### config.mk
export PLATFORM = sky130hd
export DESIGN_NAME = lfsr_checker_8bit
export DESIGN_NICKNAME = d
export VERILOG_FILES = /design/src/rtl/lfsr_chk_pkg.sv /design/src/rtl/lfsr8_step.sv /design/src/rtl/lfsr_checker_8bit.sv
export SDC_FILE = /design/constraint.sdc
export NUM_CORES = 1
export LEC_CHECK = 0
export CAP_MARGIN = 25
export CORE_ASPECT_RATIO = 1.25
export CORE_MARGIN = 2
export CORE_UTILIZATION = 52
export CTS_CLUSTER_DIAMETER = 30
export DETAILED_ROUTE_END_ITERATION = 6
export PLACE_DENSITY = 0.79
export SYNTH_ARGS = -nofsm -noshare
export SYNTH_HDL_FRONTEND = slang
export SYNTH_SLANG_ARGS = --single-unit
### constraint.sdc
create_clock -name clock -period 2.9 [get_ports clock]
set_input_delay 0.435 -clock clock [delete_from_list [all_inputs] [get_ports clock]]
set_output_delay 0.435 -clock clock [all_outputs]
set_load 0.05 [all_outputs]
### src/rtl/lfsr_chk_pkg.sv
// Shared definitions for the 8-bit LFSR sequence checker: FSM encoding, polynomial constants
// and the Galois next-state function.
package lfsr_chk_pkg;

  typedef enum logic [1:0] {
    StSearch  = 2'd0,
    StConfirm = 2'd1,
    StLocked  = 2'd2
  } lfsr_state_e;

  // x^8 + x^6 + x^5 + x + 1
  localparam logic [8:0] LFSR_POLY   = 9'h163;
  // Feedback mask XORed into the right-shifted state when the shifted-out bit is 1
  localparam logic [7:0] LFSR_MASK   = 8'hB1;
  localparam logic [7:0] LOCKUP_WORD = 8'h00;

  function automatic logic [7:0] lfsr8_next(input logic [7:0] s);
    lfsr8_next = {1'b0, s[7:1]} ^ (s[0] ? LFSR_MASK : 8'h00);
  endfunction

endpackage

### src/rtl/lfsr8_step.sv
// Combinational one-step advance of the 8-bit Galois LFSR; shared with the generator side.
module lfsr8_step
  import lfsr_chk_pkg::*;
(
  input  logic [7:0] cur_state,
  output logic [7:0] next_state
);

  assign next_state = lfsr8_next(cur_state);

endmodule

### src/rtl/lfsr_checker_8bit.sv
// Receive-side checker for an 8-bit Galois LFSR stream: acquires lock, flags mismatches.
// Define LFSR_CHK_ERR_CNT_EN to build the saturating error counter (else err_count is 0).
module lfsr_checker_8bit
  import lfsr_chk_pkg::*;
#(
  parameter int unsigned LOCK_CNT = 4,
  parameter int unsigned LOSS_CNT = 3,
  parameter int unsigned ERR_W    = 16
) (
  input  logic             clock,
  input  logic             reset,
  input  logic             data_valid,
  input  logic [7:0]       data_in,
  input  logic             clear_count,
  output logic             locked,
  output logic             error,
  output logic [ERR_W-1:0] err_count
);

  localparam logic [1:0] ST_SEARCH  = StSearch;
  localparam logic [1:0] ST_CONFIRM = StConfirm;
  localparam logic [1:0] ST_LOCKED  = StLocked;

  logic [1:0] state_q, state_d;
  logic [7:0] pred_q, pred_d;
  logic [3:0] match_q, match_d;
  logic [3:0] miss_q, miss_d;
  logic       locked_q, error_q;
  logic       err_hit;
  logic [7:0] next_in, next_pred;
  logic [3:0] match_inc, miss_inc;

  lfsr8_step u_step_in (
    .cur_state  (data_in),
    .next_state (next_in)
  );

  lfsr8_step u_step_pred (
    .cur_state  (pred_q),
    .next_state (next_pred)
  );

  assign match_inc = match_q + 4'd1;
  assign miss_inc  = miss_q + 4'd1;

  always_comb begin
    state_d = state_q;
    pred_d  = pred_q;
    match_d = match_q;
    miss_d  = miss_q;
    err_hit = 1'b0;
    if (data_valid) begin
      case (state_q)
        ST_SEARCH: begin
          if (data_in != LOCKUP_WORD) begin
            pred_d  = next_in;
            match_d = '0;
            state_d = ST_CONFIRM;
          end
        end
        ST_CONFIRM: begin
          if (data_in == pred_q) begin
            match_d = match_inc;
            pred_d  = next_in;
            if (match_inc == 4'(LOCK_CNT)) begin
              state_d = ST_LOCKED;
              miss_d  = '0;
              pred_d  = next_pred;
            end
          end else if (data_in != LOCKUP_WORD) begin
            pred_d  = next_in;
            match_d = '0;
          end else begin
            match_d = '0;
            state_d = ST_SEARCH;
          end
        end
        ST_LOCKED: begin
          // Free-running predictor: a corrupted beat must not reseed it
          pred_d = next_pred;
          if (data_in == pred_q) begin
            miss_d = '0;
          end else begin
            err_hit = 1'b1;
            if (miss_inc == 4'(LOSS_CNT)) begin
              miss_d  = '0;
              state_d = ST_SEARCH;
            end else begin
              miss_d = miss_inc;
            end
          end
        end
        default: state_d = ST_SEARCH;
      endcase
    end
  end

  always_ff @(posedge clock or negedge reset) begin
    if (!reset) begin
      state_q  <= ST_SEARCH;
      pred_q   <= LOCKUP_WORD;
      match_q  <= '0;
      miss_q   <= '0;
      locked_q <= 1'b0;
      error_q  <= 1'b0;
    end else begin
      state_q  <= state_d;
      pred_q   <= pred_d;
      match_q  <= match_d;
      miss_q   <= miss_d;
      locked_q <= (state_d == ST_LOCKED);
      error_q  <= err_hit;
    end
  end

  assign locked = locked_q;
  assign error  = error_q;

`ifdef LFSR_CHK_ERR_CNT_EN
  logic [ERR_W-1:0] cnt_q, cnt_d;

  // A clear coinciding with a counted error leaves that error counted
  always_comb begin
    cnt_d = cnt_q;
    if (clear_count) begin
      cnt_d = err_hit ? ERR_W'(1) : '0;
    end else if (err_hit && (cnt_q != '1)) begin
      cnt_d = cnt_q + ERR_W'(1);
    end
  end

  always_ff @(posedge clock or negedge reset) begin
    if (!reset) begin
      cnt_q <= '0;
    end else begin
      cnt_q <= cnt_d;
    end
  end

  assign err_count = cnt_q;
`else
  logic unused_clear;
  assign unused_clear = clear_count;
  assign err_count    = '0;
`endif

endmodule

==> metrics <==
FMAX 0.4180 GHz; Worst Hold End match_q[2]; Initial Util between 50% and 60%; Yosys cell types 46; # clock sinks 20; Max H-tree Level 1; setup repair bufs after CTS 0; DP Area between 1500 and 2000 um2; CP Class register to register; Tot Pwr about 0.92 mW; pre-CTS setup slack between 200 and 300 ps; EDFF count, synth 0; outcome finished clean; GPL Wtd Cong just over 0.8; switching power total between 0.3 and 0.4 mW; pin count of the biggest net entering global routing 21; Clock Path Buffers 2; clock latency on the worst-skew pair just over 300 ps; Cell Chain, Critical Path ha_1 -> nor2b_1 -> and3b_1 -> a31oi_1 -> o31ai_2 -> a22o_1 -> a31o_2; met3 wire len approximately 90 um; share of post-route cells with drive strength above 1 7.107%; core footprint roughly 3000 um2; Hold Startpoint match_q[2]; worst path required time 3110 ps; Routed WL 3.374 mm; initial antenna violation count 0; top_reg_cell synth dfrtp_1; Critical Path Source match_q[0]; min Tclk post-route approximately 2400 ps; Final ANT Viol Nets 0; Max VDD drop about 0.32 mV; Reg clk slew, reported paths between 100 and 150 ps; share of total power in the clock network between 15 and 20%; worst path bufs/invs 0; internal power roughly 0.55 mW; wire length of the first global-routing pass roughly 5.4 mm; CTS Buf Count 3; Vias 1353; Slew HR 40.31%; Final setup viols 0; number of hold buffers added after CTS 0; Startpoint Class register; number of global-route vias before repair 1263; Final Instance Area ~1700 um2; worst r2r path cells 7; max-capacitance violation count 0; worst hold path class register to register; leakage power 0.7815 nW; # rows 22; PwrDens about 530 nW/um2; combinational share of power 41.4%; crit share post-route between 80% and 90%; Gate Count Post-Synth 186; RSZ-0062 raised after global routing false; I/O Buffers 12; Worst Path Arrival 2600 ps; Seq cells post-synth 20; GR Util All Layers about a fifth; reg2reg end pred_q[1]; post-cts sizing count 0; DR top layer met4; Slew @ Worst Pin 892.5 ps; Die Wd about 54 um; CP endpoint kind register; DRT met1 WL about 1.4 mm; final critical-path setup slack 507.9 ps; Setup Skew about 4.2 ps; CP Max Fanout 7; # nets final about 220; Met2 Routed Length between 1.5 and 2 mm; Final Instance Count excl. Fillers 233; grt total ovfl 0; async set or reset register ratio after synthesis 100.0%; family with the most delay on the worst path compound AO/OA/AOI/OAI gates; Syn Area/Cell approximately 8.7 um2; sw frac between 40% and 50%; flop-to-flop setup slack between 500 and 600 ps; Inst Count DP 229; Fin. Hold Viols 0; Die Y 66.53 um; CTS root buf clkbuf_4; CTS tree built; max-slew violation count 0; # diodes 0; Setup TNS 0 ps; Ys Warns 0; Via density 5.807; critical path depth 7; drt pass-1 iters 4; drt wl/cell ~14 um; synthesized area around 1600 um2; DP HPWL 2.610 mm; CP max stage delay 550 ps; drt drc 0; WHS Path Cells 2; die area 3594 um2; Sequential Power Share approximately 41%; initial drt markers 32; IO Count 30; critical path's slowest cell a31oi_1; Seq/Total Area, Yosys 30.77%; area grow syn2layout 7.231%; Worst R2R Start match_q[0]
-- flip-flops by register name, summed over array words and instances, names as in the netlist --
| register | cells |
|---|---|
| miss_q | 4 |
| match_q | 4 |
| pred_q | 8 |
| locked | 1 |
| state_q | 2 |
| error | 1 |
-- metal layers --
layer / vias up / GRT usage [%]
li1: 647 / -
met1: 662 / 23.48
met2: 37 / 37.35
met3: 7 / 2.242
met4: 0 / 9.688
met5: - / 0
-- worst reg2reg max path, delay by kind of cell, from the launching register on --
family / cells / cell delay (ps)
simple gates: 2 / 330
fa+ha+maj: 1 / 240
flops: 1 / 460
compound gates: 4 / 1280
-- per-stage QoR --
step / hold slack (ps) / utilization (%)
after CTS: 581.5 / 58.67
after floorplan: 139.4 / -
after detailed placement: 557.4 / 57.45
after global routing: 605.8 / 58.67
after global placement: 511.5 / 57.45
final: 570.3 / 58.67
-- power by group through the flow --
stage / logic, mW / registers [mW] / clock network [mW]
finish: 0.382 / 0.376 / 0.166
global route: 0.417 / 0.380 / 0.188
CTS: 0.378 / 0.374 / 0.171
detailed placement: 0.373 / 0.380 / 0
global placement: 0.365 / 0.379 / 0
floorplan: 0.333 / 0.360 / 0
-- synthesized netlist by cell type (2+ instances only) --
| library cell | count | area share [%] |
|---|---|---|
| nor3_1 | 3 | 0.92 |
| ha_1 | 9 | 6.9 |
| xor2_1 | 7 | 3.8 |
| and3_1 | 3 | 1.2 |
| and2_1 | 4 | 1.5 |
| xnor2_1 | 10 | 5.4 |
| a31o_2 | 5 | 2.7 |
| a31oi_1 | 3 | 1.2 |
| inv_1 | 10 | 2.3 |
| a221o_1 | 3 | 1.8 |
| nor2b_1 | 4 | 1.5 |
| dfrtp_1 | 20 | 31 |
| nand4_1 | 2 | 0.77 |
| buf_4 | 16 | 7.4 |
| o22ai_1 | 3 | 1.2 |
| nor2_1 | 6 | 1.4 |
| clkbuf_1 | 3 | 0.69 |
| o21ai_0 | 12 | 3.7 |
| nand2_1 | 22 | 5.1 |
| mux2i_1 | 4 | 2.5 |
| a22o_1 | 4 | 2.2 |
| nand3_1 | 4 | 1.2 |
| a21oi_1 | 4 | 1.2 |
| or3_1 | 3 | 1.2 |
-- logic make-up (layout without fill, tap and decap cells) --
| logic type | Yosys count | count (layout) | share of synthesized area, % |
|---|---|---|---|
| buffers and inverters | 31 | 27 | 11.38 |
| XOR/XNOR | 18 | 18 | 10.15 |
| multiplexers | 4 | 4 | 2.462 |
| flip-flops | 20 | 20 | 30.77 |
| AND/OR/NAND/NOR | 58 | 58 | 18.23 |
| AO/OA/AOI/OAI | 45 | 45 | 19.85 |
| adder cells (fa/ha/maj) | 9 | 9 | 6.923 |
| other | 1 | 16 | 0.2305 |
-- worst max path at each step --
stage	to	slack [ps]
5_1_grt	pred_q[1]	460
3_3_place_gp	locked	290
4_1_cts	pred_q[1]	530
2_1_floorplan	locked	840
6_report	pred_q[1]	510
3_5_place_dp	locked	250
-- final cells by class --
class	instances	area, um2
clock buffers	4	36.28
fillers	281	1229
inverters	10	37.54
multi-input cells	150	997.2
flip-flops and latches	20	500.5
well taps	36	45.04
repair buffers	13	127.6
-- cells in the final DEF, fill, tap and decap left out, types with 5 or more instances in the layout --
master           synthesis  final
ha_1                     9      9
a31o_2                   5      5
inv_1                   10     10
dfrtp_1                 20     20
conb_1                   1     16
clkdlybuf4s50_1          0     12
xor2_1                   7      7
xnor2_1                 10     10
o21ai_0                 12     12
nor2_1                   6      6
nand2_1                 22     22
No activity file was read; power rests on OpenSTA's default activity.
